[config.mk]
export PLATFORM = sky130hd
export DESIGN_NAME = cb_config_loader
export DESIGN_NICKNAME = d
export VERILOG_FILES = /design/src/rtl/cb_config_loader.sv
export SDC_FILE = /design/constraint.sdc
export NUM_CORES = 1
export LEC_CHECK = 0
export CORE_ASPECT_RATIO = 2
export CORE_MARGIN = 4
export CORE_UTILIZATION = 54
export DETAILED_ROUTE_END_ITERATION = 10
export PLACE_DENSITY = 0.76
export SETUP_SLACK_MARGIN = 0.1
export SYNTH_ARGS = -nofsm -noshare
export SYNTH_HDL_FRONTEND = slang
export SYNTH_SLANG_ARGS = --single-unit
[constraint.sdc]
create_clock -name clk -period 2.5 [get_ports clk]
set_input_delay 0.25 -clock clk [delete_from_list [all_inputs] [get_ports clk]]
set_output_delay 0.25 -clock clk [all_outputs]
set_load 0.01 [all_outputs]
[src/rtl/cb_config_loader.sv]
// Stages a streamed config vector in a shadow register, verifies a trailing XOR checksum, then commits it to c atomically.
// Latency: NWORDS+1 transfer cycles, then c/done update on the edge after the checksum transfer.
// Backpressure: cfg_ready is high in LOAD/CHECK unless abort is asserted; no bubbles inserted when cfg_valid stays high.
module cb_config_loader #(
    parameter int CFG_BITS = 248,
    parameter int WORD_W   = 8
) (
    input  logic                clk,
    input  logic                rst,
    input  logic                start,
    input  logic                abort,
    input  logic [WORD_W-1:0]   cfg_word,
    input  logic                cfg_valid,
    output logic                cfg_ready,
    output logic [CFG_BITS-1:0] c,
    output logic                busy,
    output logic                done,
    output logic                err
);
    localparam int NWORDS = (CFG_BITS + WORD_W - 1) / WORD_W;
    localparam int CNT_W  = $clog2(NWORDS + 1);

    typedef enum logic [1:0] {IDLE, LOAD, CHECK, COMMIT} state_t;

    state_t              state;
    logic [CNT_W-1:0]    cnt;
    logic [WORD_W-1:0]   csum;
    logic [CFG_BITS-1:0] shadow;
    logic                xfer;
    logic                wr_load;

    assign cfg_ready = ((state == LOAD) || (state == CHECK)) && !abort;
    assign xfer      = cfg_valid && cfg_ready;
    assign wr_load   = xfer && (state == LOAD);
    assign busy      = (state != IDLE);

    // One register per payload word; the last word keeps only the bits that fit in CFG_BITS.
    for (genvar w = 0; w < NWORDS; w++) begin : g_word
        localparam int LO = w * WORD_W;
        localparam int BW = ((CFG_BITS - LO) < WORD_W) ? (CFG_BITS - LO) : WORD_W;
        logic [BW-1:0] q;
        always_ff @(posedge clk) begin
            if (rst) begin
                q <= '0;
            end else if (wr_load && (cnt == CNT_W'(w))) begin
                q <= cfg_word[BW-1:0];
            end
        end
        assign shadow[LO +: BW] = q;
    end

    always_ff @(posedge clk) begin
        if (rst) begin
            state <= IDLE;
            cnt   <= '0;
            csum  <= '0;
            c     <= '0;
            done  <= 1'b0;
            err   <= 1'b0;
        end else begin
            done <= 1'b0;
            err  <= 1'b0;
            case (state)
                IDLE: begin
                    if (start && !abort) begin
                        state <= LOAD;
                        cnt   <= '0;
                        csum  <= '0;
                    end
                end
                LOAD: begin
                    if (abort) begin
                        state <= IDLE;
                    end else if (xfer) begin
                        csum <= csum ^ cfg_word;
                        cnt  <= cnt + 1'b1;
                        if (cnt == CNT_W'(NWORDS - 1)) begin
                            state <= CHECK;
                        end
                    end
                end
                CHECK: begin
                    if (abort) begin
                        state <= IDLE;
                    end else if (xfer) begin
                        if (cfg_word == csum) begin
                            state <= COMMIT;
                        end else begin
                            err   <= 1'b1;
                            state <= IDLE;
                        end
                    end
                end
                COMMIT: begin
                    // abort is deliberately ignored here so a verified pattern always lands.
                    c     <= shadow;
                    done  <= 1'b1;
                    state <= IDLE;
                end
                default: state <= IDLE;
            endcase
        end
    end
endmodule

Word level (Yosys, flattened, before mapping)

Cells that the tools add are included.
W data, S select, Z words.

Add/sub/neg operators: 1
Eq/ne operators: 40
Reduce and logical (&&, ||, !) cells: 44
Multiplexer cells: 18
Bitwise gates (word level): 3

Operators with widths:

| operator              | count |
|---|---|
| $eq A5 B5 Y1 const B  | 15 |
| $eq A5 B4 Y1 const B  | 8 |
| $logic_and A1 B1 Y1   | 35 |
| $mux W8               | 3 |
| $eq A5 B3 Y1 const B  | 4 |
| $pmux W8 S2           | 1 |
| $mux W5               | 3 |
| $mux W2               | 7 |
| $eq A5 B2 Y1 const B  | 2 |
| $pmux W5 S2           | 1 |
| $eq A8 B8 Y1          | 1 |
| $pmux W2 S4           | 1 |
| $reduce_and A4 Y1     | 2 |
| $xor A8 B8 Y8         | 1 |
| $ne A2 B2 Y1 const B  | 3 |
| $ne A3 B3 Y1 const B  | 2 |
| $add A5 B1 Y5 const B | 1 |
| $eq A5 B1 Y1 const B  | 1 |
| $logic_not A5 Y1      | 1 |
| $eq A2 B2 Y1 const B  | 2 |
| $reduce_bool A2 Y1    | 2 |
| $reduce_or A4 Y1      | 1 |
| $ne A3 B2 Y1 const B  | 1 |
| $eq A2 B1 Y1 const B  | 1 |
| 5 further kinds       | 7 |

Bits of input ports: 13
Output and inout port bits: 252
Register bits: 513

Depth between registers and ports, before layout

Depth in word-level cells: 7
Gate-level depth with buffers: 9

Worst setup path after synthesis

Ideal clock, no wire load.

Path kind: register -> register
From: register state[0]
To: register g_word[6].q[0]
Stages on the path, launching flop included: 10
Clock period less this slack: 2.035 ns
Buffers on the path: 3
Setup time: 0.128 ns
Arrival: 1.908 ns
Slack: 0.465 ns
Required time: 2.372 ns
Cell sequence: dfxtp_1 -> inv_1 -> ha_1 -> and4b_1 -> buf_2 -> buf_4 -> and4_1 -> buf_4 -> mux2i_1 -> nor2_1

Word-level cells in the longest chain between the ends: 6

Ends and longest elaborated chain:

| what                                         | RTL line | source |
|---|---|---|
| from (decl)                                  | 25       | `state_t state;` |
| from (signal assigned)                       | 54       | `state <= IDLE;` |
| from (signal assigned)                       | 66       | `state <= LOAD;` |
| from (signal assigned)                       | 73       | `state <= IDLE;` |
| $eq A2 B1 Y1 or $eq A2 B2 Y1 (tied branches) | 32, 34   |  |
| $logic_or A1 B1 Y1                           | 32       | `assign cfg_ready = ((state == LOAD) \|\| (state == CHECK)) && !abort;` |
| $logic_and A1 B1 Y1                          | 32       |  |
| $logic_and A1 B1 Y1                          | 33       | `assign xfer = cfg_valid && cfg_ready;` |
| $logic_and A1 B1 Y1 *                        | 34       | `assign wr_load = xfer && (state == LOAD);` |
| $logic_and A1 B1 Y1 *                        | 45       | `end else if (wr_load && (cnt == CNT_W'(w))) begin` |
| to (signal assigned)                         | 46       | `q <= cfg_word[BW-1:0];` |
| to (decl)                                    | 41       | `logic [BW-1:0] q;` |

Mark *: on every way between the ends. The rest lies on a longest branch, timed or not.
A chain may end at the register's enable or synchronous reset.

Final worst setup path

From: register state[0]
To: register g_word[14].q[4]

Word-level cells in the longest chain between the ends: 6

Ends and longest elaborated chain:

| what                                         | RTL line |
|---|---|
| $eq A2 B1 Y1 or $eq A2 B2 Y1 (tied branches) | 32, 34 |
| $logic_or A1 B1 Y1                           | 32 |
| $logic_and A1 B1 Y1                          | 32 |
| $logic_and A1 B1 Y1                          | 33 |
| $logic_and A1 B1 Y1 *                        | 34 |
| $logic_and A1 B1 Y1 *                        | 45 |
| to (signal assigned)                         | 46 |
| to (decl)                                    | 41 |

Marked as above.

==> metrics <==
largest net degree at the start of global routing ~110; Post-CTS Hold Fix Bufs 0; max_cap viols 0; full die area 0.0380 mm²; Iter 0 DRT Violations approximately 630; final core occ 68.5%; vias per cell ~5.3; most frequent cells in the layout 513 x dfxtp_1, 503 x nor2_1, 490 x mux2i_1; ys async rst share 0%; #FFs+latches synth 513; clock root cell clkbuf_16; first-pass GRT wire length 75600 µm; grt ovf 0; critical-path cell list ha_1 -> and4b_1 -> buf_12 -> and4_2 -> mux2i_1 -> nor2_1; First-pass DRT Iterations 7; vias in the first global route 13.8k; FF-to-FF setup slack about 0.21 ns; total wire length approximately 48000 µm; crit-path max cell delay 0.47 ns; fmax 437 MHz; Worst R2R End g_word[14].q[4]$_SDFFE_PP0P_; nets roughly 2.0k; FILL cells about 2.7k; period utilization roughly 91%; Worst Hold End c[75]$_SDFFE_PP0P_; Residual DRC 0; setup violators final 0; most common cell after layout, fill and taps aside dfxtp_1; Post-DP HPWL ~31000 µm; Total Routing Usage GR 24.6%; arrival time of the worst setup path 2.69 ns; R2R depth 6; Die Y 272 µm; Seq/Total Area, Yosys ~55%; hold depth 2; Cell Area, Synth around 0.019 mm²; Synth-to-Final Area Change 25.2%; Max Fanout on Critical Path 25; Avg Inst Size Synth ~10 µm²; CTS tree built; Hold Crit Start rst; Core ar. 0.0344 mm²; Worst R2R Start state[0]$_SDFFE_PP0P_; CTS H-tree depth 2; Slew headroom 46.7%; detailed-route wire length per cell between 15 and 20 µm; Worst-Margin Slew approximately 0.80 ns; layout cells sized above 1 7.60%; initial antenna violation count 2; VDD IR max 636 µV; ys flop type dfxtp_1; LEAKAGE 8.99 nW; Yosys top cell area share roughly 55%; RSZ-0062 raised after global routing yes; Final min period 2.29 ns; chip width 140 µm; DRT antenna net count 0; Post-CTS Setup Inserts 0; top area cells in the synthesized netlist dfxtp_1 55%, mux2i_1 26%, nor2_1 10%; critical path type flop to flop; CTS Buf Count 43; Power Density roughly 670 mW/mm²; leading area contributor after synthesis dfxtp_1; Syn Inst Count about 1.8k; clk_lat worst skew between 0.5 and 0.6 ns; DR vias 13.3k; io pins roughly 270; Final Skew around 0.016 ns; Hold Vio Cnt, Final 0; Worst-path clk slew around 0.070 ns; clk sinks between 500 and 600; Hold WC Path Type input pin to flop; CP endpoint kind flop; Port Buffers 264; Critical Path Slowest Stage Cell ha_1; clock buffer depth 3; outcome complete, no violations; GPL Wtd Cong a little over 0.8; Initial Util a little over half; number of flops mapped to enable cells by yosys 0; Req. time, crit path between 2 and 3 ns; Slew Limit Fails 0; distinct cell type count after synthesis 39; post-route setup TNS 0 ns; Synth Warn # 0; # rows 96; crit path launch type flop; Synth Net Count ~1.8k
-- area by class of cell --
cell class	count	area [µm²]	area share, %
sequential	513	10300	43.7
multi-input combinational	1138	7970	33.9
clock buffer	60	1240	5.28
clock inverter	16	254	1.08
inverter	8	30.0	0.128
tap	441	552	2.35
antenna	2	5.00	0.0213
timing repair buffer	318	3200	13.6
-- synth_stat cells (4+ instances only) --
cell and instances:
dfxtp_1 513, nor2_1 503, mux2i_1 490, clkbuf_1 88, buf_2 28, buf_1 23, a21oi_1 19, nand3_1 16
nand2_1 13, and4_1 10, ha_1 9, nand4_2 9, o21ai_0 9, inv_1 8, nand3b_1 8, xor2_1 8
nand2b_1 6, nor2b_1 5, nor3_4 5, buf_4 4
-- sequential cells by signal, indices dropped and copies added (netlist names) --
register and count:
state 2, done 1, c 248, g_word.q 248, cnt 5, err 1, csum 8
-- what timing repair did --
action	in CTS	in global routing
hold endpoints to repair	0	0
setup endpoints to repair	1	72
pin swaps	0	1
resized for setup	1	12
-- power by group --
part           internal, W  leakage (nW)  switching (W)  total (W)
clock              0.00411         0.728        0.00294    0.00705
sequential         0.00818          4.13      0.0000155    0.00820
combinational     0.000177          4.13       0.000447   0.000624
total               0.0125          8.99        0.00340     0.0159
-- worst max path at each step --
stage | end | cells past startpoint | startpoint
after floorplan | g_word[6].q[0]$_SDFFE_PP0P_ | 9 | state[0]$_SDFFE_PP0P_
after global placement | g_word[2].q[4]$_SDFFE_PP0P_ | 7 | state[0]$_SDFFE_PP0P_
after detailed placement | g_word[12].q[3]$_SDFFE_PP0P_ | 7 | state[0]$_SDFFE_PP0P_
after CTS | g_word[6].q[4]$_SDFFE_PP0P_ | 7 | state[0]$_SDFFE_PP0P_
after global routing | csum[7]$_SDFFE_PP0P_ | 7 | state[1]$_SDFFE_PP0P_
final | g_word[14].q[4]$_SDFFE_PP0P_ | 6 | state[0]$_SDFFE_PP0P_
-- cell families (layout without fill, tap and decap cells) --
family / count (synthesis) / after routing / share of synthesized area (%)
muxes: 490 / 490 / 26.1
other: 0 / 2 / 0
DFF: 513 / 513 / 54.6
buffers and inverters: 151 / 402 / 3.28
xor gates and xnor gates: 10 / 10 / 0.466
and+or+nand+nor: 593 / 593 / 13.8
adders and majority gates: 9 / 9 / 0.599
AOI/OAI and AO/OA: 36 / 36 / 1.09
-- stage by stage --
step / total power, W / cell area [µm²] / cells / worst slack, ns / hold WS [ns]
6_report: 0.0159 / 23500 / 2496 / 0.213 / 0.201
3_3_place_gp: 0.00898 / 22000 / 2418 / 0.240 / 0.443
3_5_place_dp: 0.00899 / 22000 / 2418 / 0.143 / 0.454
4_1_cts: 0.0160 / 23500 / 2494 / 0.125 / 0.221
5_1_grt: 0.0163 / 23500 / 2495 / 0.0836 / 0.248
2_1_floorplan: 0.00877 / 18800 / 1802 / 0.465 / 0.391
-- worst max-delay path: cells and delay by family (launching register included) --
family        cells  cell delay [ns]
simple gates      3             0.79
flops             1             0.43
buf+inv           1             0.20
fa+ha+maj         1             0.47
mux               1             0.24
-- layer usage --
| layer | wire [µm] | global-route usage (%) |
|---|---|---|
| met1 | 18300 | 27.3 |
| met2 | 26000 | 47.1 |
| met3 | 1690 | 3.13 |
| met5 | 0 | 0 |
| met4 | 1820 | 9.24 |
No activity file was read; power rests on OpenSTA's default activity.
